[config.mk]
export PLATFORM = sky130hd
export DESIGN_NAME = video_timing_monitor
export DESIGN_NICKNAME = d
export VERILOG_FILES = /design/src/rtl/video_timing_monitor.sv
export SDC_FILE = /design/constraint.sdc
export NUM_CORES = 1
export LEC_CHECK = 0
export CAP_MARGIN = 20
export CORE_MARGIN = 2
export CORE_UTILIZATION = 25
export DETAILED_ROUTE_END_ITERATION = 7
export PLACE_DENSITY = 0.48
export SLEW_MARGIN = 20
export SYNTH_ARGS = -nofsm -noshare
export SYNTH_HDL_FRONTEND = slang
export SYNTH_SLANG_ARGS = --single-unit
[constraint.sdc]
create_clock -name pxlClk -period 4.44 [get_ports pxlClk]
set_input_delay 0.888 -clock pxlClk [delete_from_list [all_inputs] [get_ports pxlClk]]
set_output_delay 0.888 -clock pxlClk [all_outputs]
set_load 0.005 [all_outputs]
[src/rtl/video_timing_monitor.sv]
// Video timing monitor: measures line, frame and active-area geometry from hsync/vsync/de and locks after LOCK_FRAMES matching frames.
// Latency: frameStart 1 cycle after a vsync rise; mismatch/locked/errCnt update 2 cycles after it, in the cycle following frameStart.
// Backpressure: none. This is a passive monitor and never stalls its inputs.
//
// Optional feature: define VIDEO_TIMING_MONITOR_ERRCNT_EN to build the 16-bit saturating mismatched-frame counter.
// Without it, errCnt is tied to 0.
//
// Ports:
//   pxlClk, rstN           pixel clock; asynchronous active-low reset
//   hsync, vsync, de       active-high video timing inputs, synchronous to pxlClk
//   lineLen                clocks between the last two hsync rises (saturates at 2047)
//   frameLines, actH       lines and de-active lines counted over the last frame
//   actW                   de-high clocks on the last active line
//   locked                 level, high while the timing is locked
//   frameStart, mismatch   single-cycle pulses
//   errCnt                 count of mismatched frames
module video_timing_monitor #(
  parameter int WIDTH_TOTAL  = 1650,
  parameter int HEIGHT_TOTAL = 750,
  parameter int ACTIVE_W     = 1280,
  parameter int ACTIVE_H     = 720,
  parameter int LOCK_FRAMES  = 4
) (
  input  logic        pxlClk,
  input  logic        rstN,
  input  logic        hsync,
  input  logic        vsync,
  input  logic        de,
  output logic [10:0] lineLen,
  output logic [9:0]  frameLines,
  output logic [10:0] actW,
  output logic [9:0]  actH,
  output logic        locked,
  output logic        frameStart,
  output logic        mismatch,
  output logic [15:0] errCnt
);

  localparam logic [10:0] PXL_MAX  = 11'd2047;
  localparam logic [9:0]  LINE_MAX = 10'd1023;
  localparam logic [10:0] W_TOT    = 11'(WIDTH_TOTAL);
  localparam logic [9:0]  H_TOT    = 10'(HEIGHT_TOTAL);
  localparam logic [10:0] A_W      = 11'(ACTIVE_W);
  localparam logic [9:0]  A_H      = 10'(ACTIVE_H);
  localparam logic [3:0]  LOCK_N   = 4'(LOCK_FRAMES);

  typedef enum logic [1:0] {SEARCH, MEASURE, LOCKED} state_t;

  state_t      state;
  logic [3:0]  good_cnt;
  logic        hs_q, vs_q, de_q;
  logic [10:0] pxl_cnt, de_cnt;
  logic [9:0]  line_cnt, act_line_cnt;
  logic        line_err, sat_err, skip_first;
  logic        err_cap, sat_cap, eval;

  logic hs_rise, vs_rise, de_rise, de_fall;
  logic hs_bad, any_sat, frame_ok, mis_now;

  assign hs_rise = hsync & ~hs_q;
  assign vs_rise = vsync & ~vs_q;
  assign de_rise = de & ~de_q;
  assign de_fall = ~de & de_q;

  // The first hsync rise after vsync closes a line that may have started
  // before the frame boundary, so its length is not held against the frame.
  assign hs_bad  = hs_rise & ~skip_first & (pxl_cnt != W_TOT);

  // A counter sitting at its ceiling means the measurement is meaningless.
  assign any_sat = (pxl_cnt == PXL_MAX) | (de_cnt == PXL_MAX) |
                   (line_cnt == LINE_MAX) | (act_line_cnt == LINE_MAX);

  // Evaluated the cycle after vsync rise, when the captured frame values
  // (including an actW written by a coincident de fall) have settled.
  assign frame_ok = (frameLines == H_TOT) && (actH == A_H) && (actW == A_W) &&
                    !err_cap && !sat_cap;
  assign mis_now  = eval && !frame_ok && (state != SEARCH);

  // Measurement datapath
  always_ff @(posedge pxlClk or negedge rstN) begin
    if (!rstN) begin
      hs_q         <= 1'b0;
      vs_q         <= 1'b0;
      de_q         <= 1'b0;
      pxl_cnt      <= '0;
      de_cnt       <= '0;
      line_cnt     <= '0;
      act_line_cnt <= '0;
      line_err     <= 1'b0;
      sat_err      <= 1'b0;
      skip_first   <= 1'b0;
      err_cap      <= 1'b0;
      sat_cap      <= 1'b0;
      lineLen      <= '0;
      frameLines   <= '0;
      actW         <= '0;
      actH         <= '0;
      frameStart   <= 1'b0;
    end else begin
      hs_q       <= hsync;
      vs_q       <= vsync;
      de_q       <= de;
      frameStart <= vs_rise;

      if (hs_rise) begin
        lineLen <= pxl_cnt;
        pxl_cnt <= 11'd1;
      end else if (pxl_cnt != PXL_MAX) begin
        pxl_cnt <= pxl_cnt + 11'd1;
      end

      if (de_fall) begin
        actW   <= de_cnt;
        de_cnt <= '0;
      end else if (de && (de_cnt != PXL_MAX)) begin
        de_cnt <= de_cnt + 11'd1;
      end

      if (vs_rise) begin
        // An hsync rise coincident with vsync still belongs to the old frame.
        frameLines   <= (hs_rise && (line_cnt != LINE_MAX)) ? line_cnt + 10'd1 : line_cnt;
        actH         <= act_line_cnt;
        line_cnt     <= '0;
        act_line_cnt <= '0;
        err_cap      <= line_err | hs_bad;
        sat_cap      <= sat_err | any_sat;
        line_err     <= 1'b0;
        sat_err      <= 1'b0;
        skip_first   <= 1'b1;
      end else begin
        if (hs_rise && (line_cnt != LINE_MAX))
          line_cnt <= line_cnt + 10'd1;
        if (de_rise && (act_line_cnt != LINE_MAX))
          act_line_cnt <= act_line_cnt + 10'd1;
        if (hs_bad)
          line_err <= 1'b1;
        if (any_sat)
          sat_err <= 1'b1;
        if (hs_rise)
          skip_first <= 1'b0;
      end
    end
  end

  // Lock state machine
  always_ff @(posedge pxlClk or negedge rstN) begin
    if (!rstN) begin
      state    <= SEARCH;
      good_cnt <= '0;
      eval     <= 1'b0;
      locked   <= 1'b0;
      mismatch <= 1'b0;
    end else begin
      // The vsync rise that leaves SEARCH ends a partial frame: never classified.
      eval     <= vs_rise && (state != SEARCH);
      mismatch <= mis_now;
      case (state)
        SEARCH: begin
          if (vs_rise) begin
            state    <= MEASURE;
            good_cnt <= '0;
          end
        end
        MEASURE: begin
          if (eval) begin
            if (frame_ok) begin
              good_cnt <= good_cnt + 4'd1;
              if ((good_cnt + 4'd1) == LOCK_N) begin
                state  <= LOCKED;
                locked <= 1'b1;
              end
            end else begin
              good_cnt <= '0;
            end
          end
        end
        LOCKED: begin
          if (eval && !frame_ok) begin
            state    <= MEASURE;
            good_cnt <= '0;
            locked   <= 1'b0;
          end
        end
        default: begin
          state    <= SEARCH;
          good_cnt <= '0;
          locked   <= 1'b0;
        end
      endcase
    end
  end

`ifdef VIDEO_TIMING_MONITOR_ERRCNT_EN
  // Increments on the same edge that raises mismatch; cleared only by reset.
  always_ff @(posedge pxlClk or negedge rstN) begin
    if (!rstN)
      errCnt <= '0;
    else if (mis_now && (errCnt != 16'hFFFF))
      errCnt <= errCnt + 16'd1;
  end
`else
  assign errCnt = '0;
`endif

endmodule

==> flow_metrics.py <==
metrics = {
    "outcome": {
        "status": "finished clean",
    },
    "cts": {
        "cts_tree": "done",
        "numCtsBuffers": 9,
        "cts_setup_buffers": 0,
        "cts_htree_levels": 3,
        "clock_latency_ns": 0.35,
        "root_buffer": "clkbuf_16",
        "clock_path_buffers": 2,
        "hold_buffers": 0,
        "cts-resized-gates": 0,
        "clk_pin_slew_ns": 0.07,
        "numClockSinks": 102,
    },
    "timing": {
        "worst_slack_ns": 2.01,
        "relSlewSlack": 0.496,
        "fmax_ghz": 0.411,
        "period_minus_slack_ns": 2.43,
        "slew_viol_final": 0,
        "fin_crit_sh": 0.548,
        "rsz0062_at_grt": "false",
        "hold_viol": 0,
        "fin_worst_skew_ns": 0.00590,
        "setup_viol_count_final": 0,
        "setup_tns_ns": 0,
        "worstMarginPinSlew_ns": 0.750,
    },
    "floorplanning": {
        "die_area_sq_um": 20200,
        "io_pins": 66,
        "die_w_um": 142,
        "core_sq_um": 18700,
        "initial_core_util": 0.255,
        "die_h_um": 142,
        "rows": 50,
    },
    "setup_path": {
        "r2r_cells": 5,
        "cp_slowest_cell": "clkdlybuf4s50_1",
        "cp_max_fo": 19,
        "slowest_delay_ns": 0.52,
        "worstReg2RegStart": "actW[1]$_DFFE_PN0P_",
        "r2r_slack_ns": 2.11,
        "cp.arrival_ns": 2.65,
        "cp_cell_sequence": "clkdlybuf4s50_1 > nand2b_1 > nor4_1 > mux2i_1 > o21ai_0",
        "critPathLaunchType": "input pin",
        "criticalPathCategory": "in -> reg",
        "worstSetupEndpointType": "flip-flop",
        "crit_required_ns": 4.66,
        "reg2reg_to": "locked$_DFFE_PN0P_",
        "worstSetupEndpoint": "frameLines[8]$_DFFE_PN0P_",
        "cp-startpoint": "hsync",
    },
    "routing": {
        "first_iter_violations": 294,
        "dr.pass1.iters": 4,
        "routed_wl_um": 10800,
        "vias": 3641,
        "viasPerCell": 4.55,
        "antenna_left": 0,
        "wl_per_cell_um": 13.5,
        "drc_errors": 0,
    },
    "grt": {
        "grt_max_degree": 59,
        "grt_busiest_layer": "met2",
        "use_met3": 0.0306,
        "use_met2": 0.191,
        "grt-ovfl-total": 0,
        "antenna_found_initial": 0,
        "grt_pass1_vias": 3636,
        "use_met1": 0.146,
        "grt_pass1_wl_um": 18300,
        "gr-usage-all-layers": 0.114,
    },
    "logic_synthesis": {
        "synthArstFlopShare": 1.00,
        "synth_warnings": 0,
        "yosys.area.top_type": "dfrtp_1",
        "synth.top_cell.area_share": 0.534,
        "syn_inst": 515,
        "synth.distinct_cells": 50,
        "syn-cell-area_sq_um": 4780,
        "synth_edf_count": 0,
        "synth_area_leaders": "dfrtp_1 (53%), nand2_1 (11%), nor2_1 (4.2%)",
        "synth_area_per_cell_sq_um": 9.27,
        "ys_seq_area_frac": 0.534,
        "ys.flop_type": "dfrtp_1",
        "ys_seq_elements": 102,
    },
    "cells_and_area": {
        "seq_area_sq_um": 2550,
        "layout-drive-gt1-share": 0.0512,
        "num-fill-cells": 1927,
        "final_common_cell": "nand2_1",
        "most-common-layout-cells": "nand2_1 (135), dfrtp_1 (102), nor2_1 (54), clkdlybuf4s50_1 (48), o21ai_0 (27)",
        "multi_input_area_sq_um": 2050,
        "area_growth_syn_to_layout_pct": 21.4,
        "finalNetCount": 573,
        "antennaDiodeCount": 0,
    },
    "place": {
        "gp_congestion": 0.785,
        "hpwl_um": 7630,
        "port_buffers": 49,
        "place_ws_ns": 1.61,
    },
    "job": {
        "maxCapViolCount": 0,
    },
    "power": {
        "p_total_uw": 2220,
        "p_leak_uw": 0.00258,
        "cellPowerDensity_nw_per_um2": 383,
        "ir_drop_v": 0.000173,
    },
    "min_path": {
        "holdCritPathClass": "reg -> reg",
    },
}
[worst min path at each step]
stage                                      start                endpoint  slack, ns  cells after the start
final                     lineLen[2]$_DFFE_PN0P_  lineLen[2]$_DFFE_PN0P_       0.48                      2
after global routing      skip_first$_DFFE_PN0P_  skip_first$_DFFE_PN0P_       0.51                      2
after CTS                 lineLen[3]$_DFFE_PN0P_  lineLen[3]$_DFFE_PN0P_       0.48                      2
after detailed placement  lineLen[3]$_DFFE_PN0P_  lineLen[3]$_DFFE_PN0P_       0.46                      2
after global placement    lineLen[8]$_DFFE_PN0P_  lineLen[8]$_DFFE_PN0P_       0.46                      2
after floorplan              err_cap$_DFFE_PN0P_     err_cap$_DFFE_PN0P_       0.44                      2
[critical path, delay by kind of cell]
kind,cells,cell delay [ns]
buf+inv,1,0.52
mux,1,0.27
simple gates,2,0.88
compound gates,1,0.09
[power breakdown]
| group | internal, uW | switching, uW | total, uW |
|---|---|---|---|
| clock network | 513 | 359 | 872 |
| registers | 1000 | 84.7 | 1090 |
| logic | 128 | 132 | 259 |
[state kept, by name, indices dropped and copies added (netlist names), 2 cells and up]
| name | flops |
|---|---|
| de_cnt | 11 |
| frameLines | 10 |
| state | 2 |
| act_line_cnt | 10 |
| actH | 10 |
| actW | 11 |
| lineLen | 11 |
| pxl_cnt | 11 |
| line_cnt | 10 |
| good_cnt | 4 |
[kinds of logic after synthesis]
kind of cell,share of synthesized area
multiplexers,0.0168
AO/OA/AOI/OAI,0.0726
flip-flops,0.534
other,0.000785
XOR/XNOR,0.0477
adder cells (fa/ha/maj),0.0183
AND/OR/NAND/NOR,0.262
buffers and inverters,0.0474
[synth_stat cells (3+ instances only)]
library cell    n
nand2_1       135
dfrtp_1       102
nor2_1         54
o21ai_0        27
xnor2_1        21
buf_4          16
nor3_1         14
nand4_1        13
clkbuf_1       12
nand3_1        12
a21oi_1        10
inv_1           8
mux2i_1         8
ha_1            7
nand2b_1        7
buf_1           6
o31ai_1         5
xor2_1          5
nor3b_1         4
nor4_1          4
and4b_1         3
nor2b_1         3
nor4b_1         3
o22a_1          3
or3_1           3
[area by class of cell]
cell class	count	area share
well taps	234	0.0505
multi-input cells	384	0.354
flip-flops and latches	102	0.440
clock buffers	10	0.0412
inverters	9	0.00583
repair buffers	55	0.0919
clock inverters	6	0.0162
[through the flow]
stage | cell area (sq um) | utilization | hold slack (ns) | std cells
floorplan | 4830 | - | 0.442 | 530
global placement | 5470 | 0.292 | 0.459 | 784
detailed placement | 5470 | 0.292 | 0.464 | 784
CTS | 5800 | 0.310 | 0.482 | 800
global route | 5800 | 0.310 | 0.511 | 800
finish | 5800 | 0.310 | 0.476 | 800
[per-layer routing]
| layer | vias to the layer above | wire, um |
|---|---|---|
| met5 | - | 0 |
| met4 | 0 | 121 |
| met3 | 9 | 371 |
| met2 | 61 | 5160 |
| met1 | 1778 | 5160 |
| li1 | 1793 | - |
(Power assumes the default switching activity.)
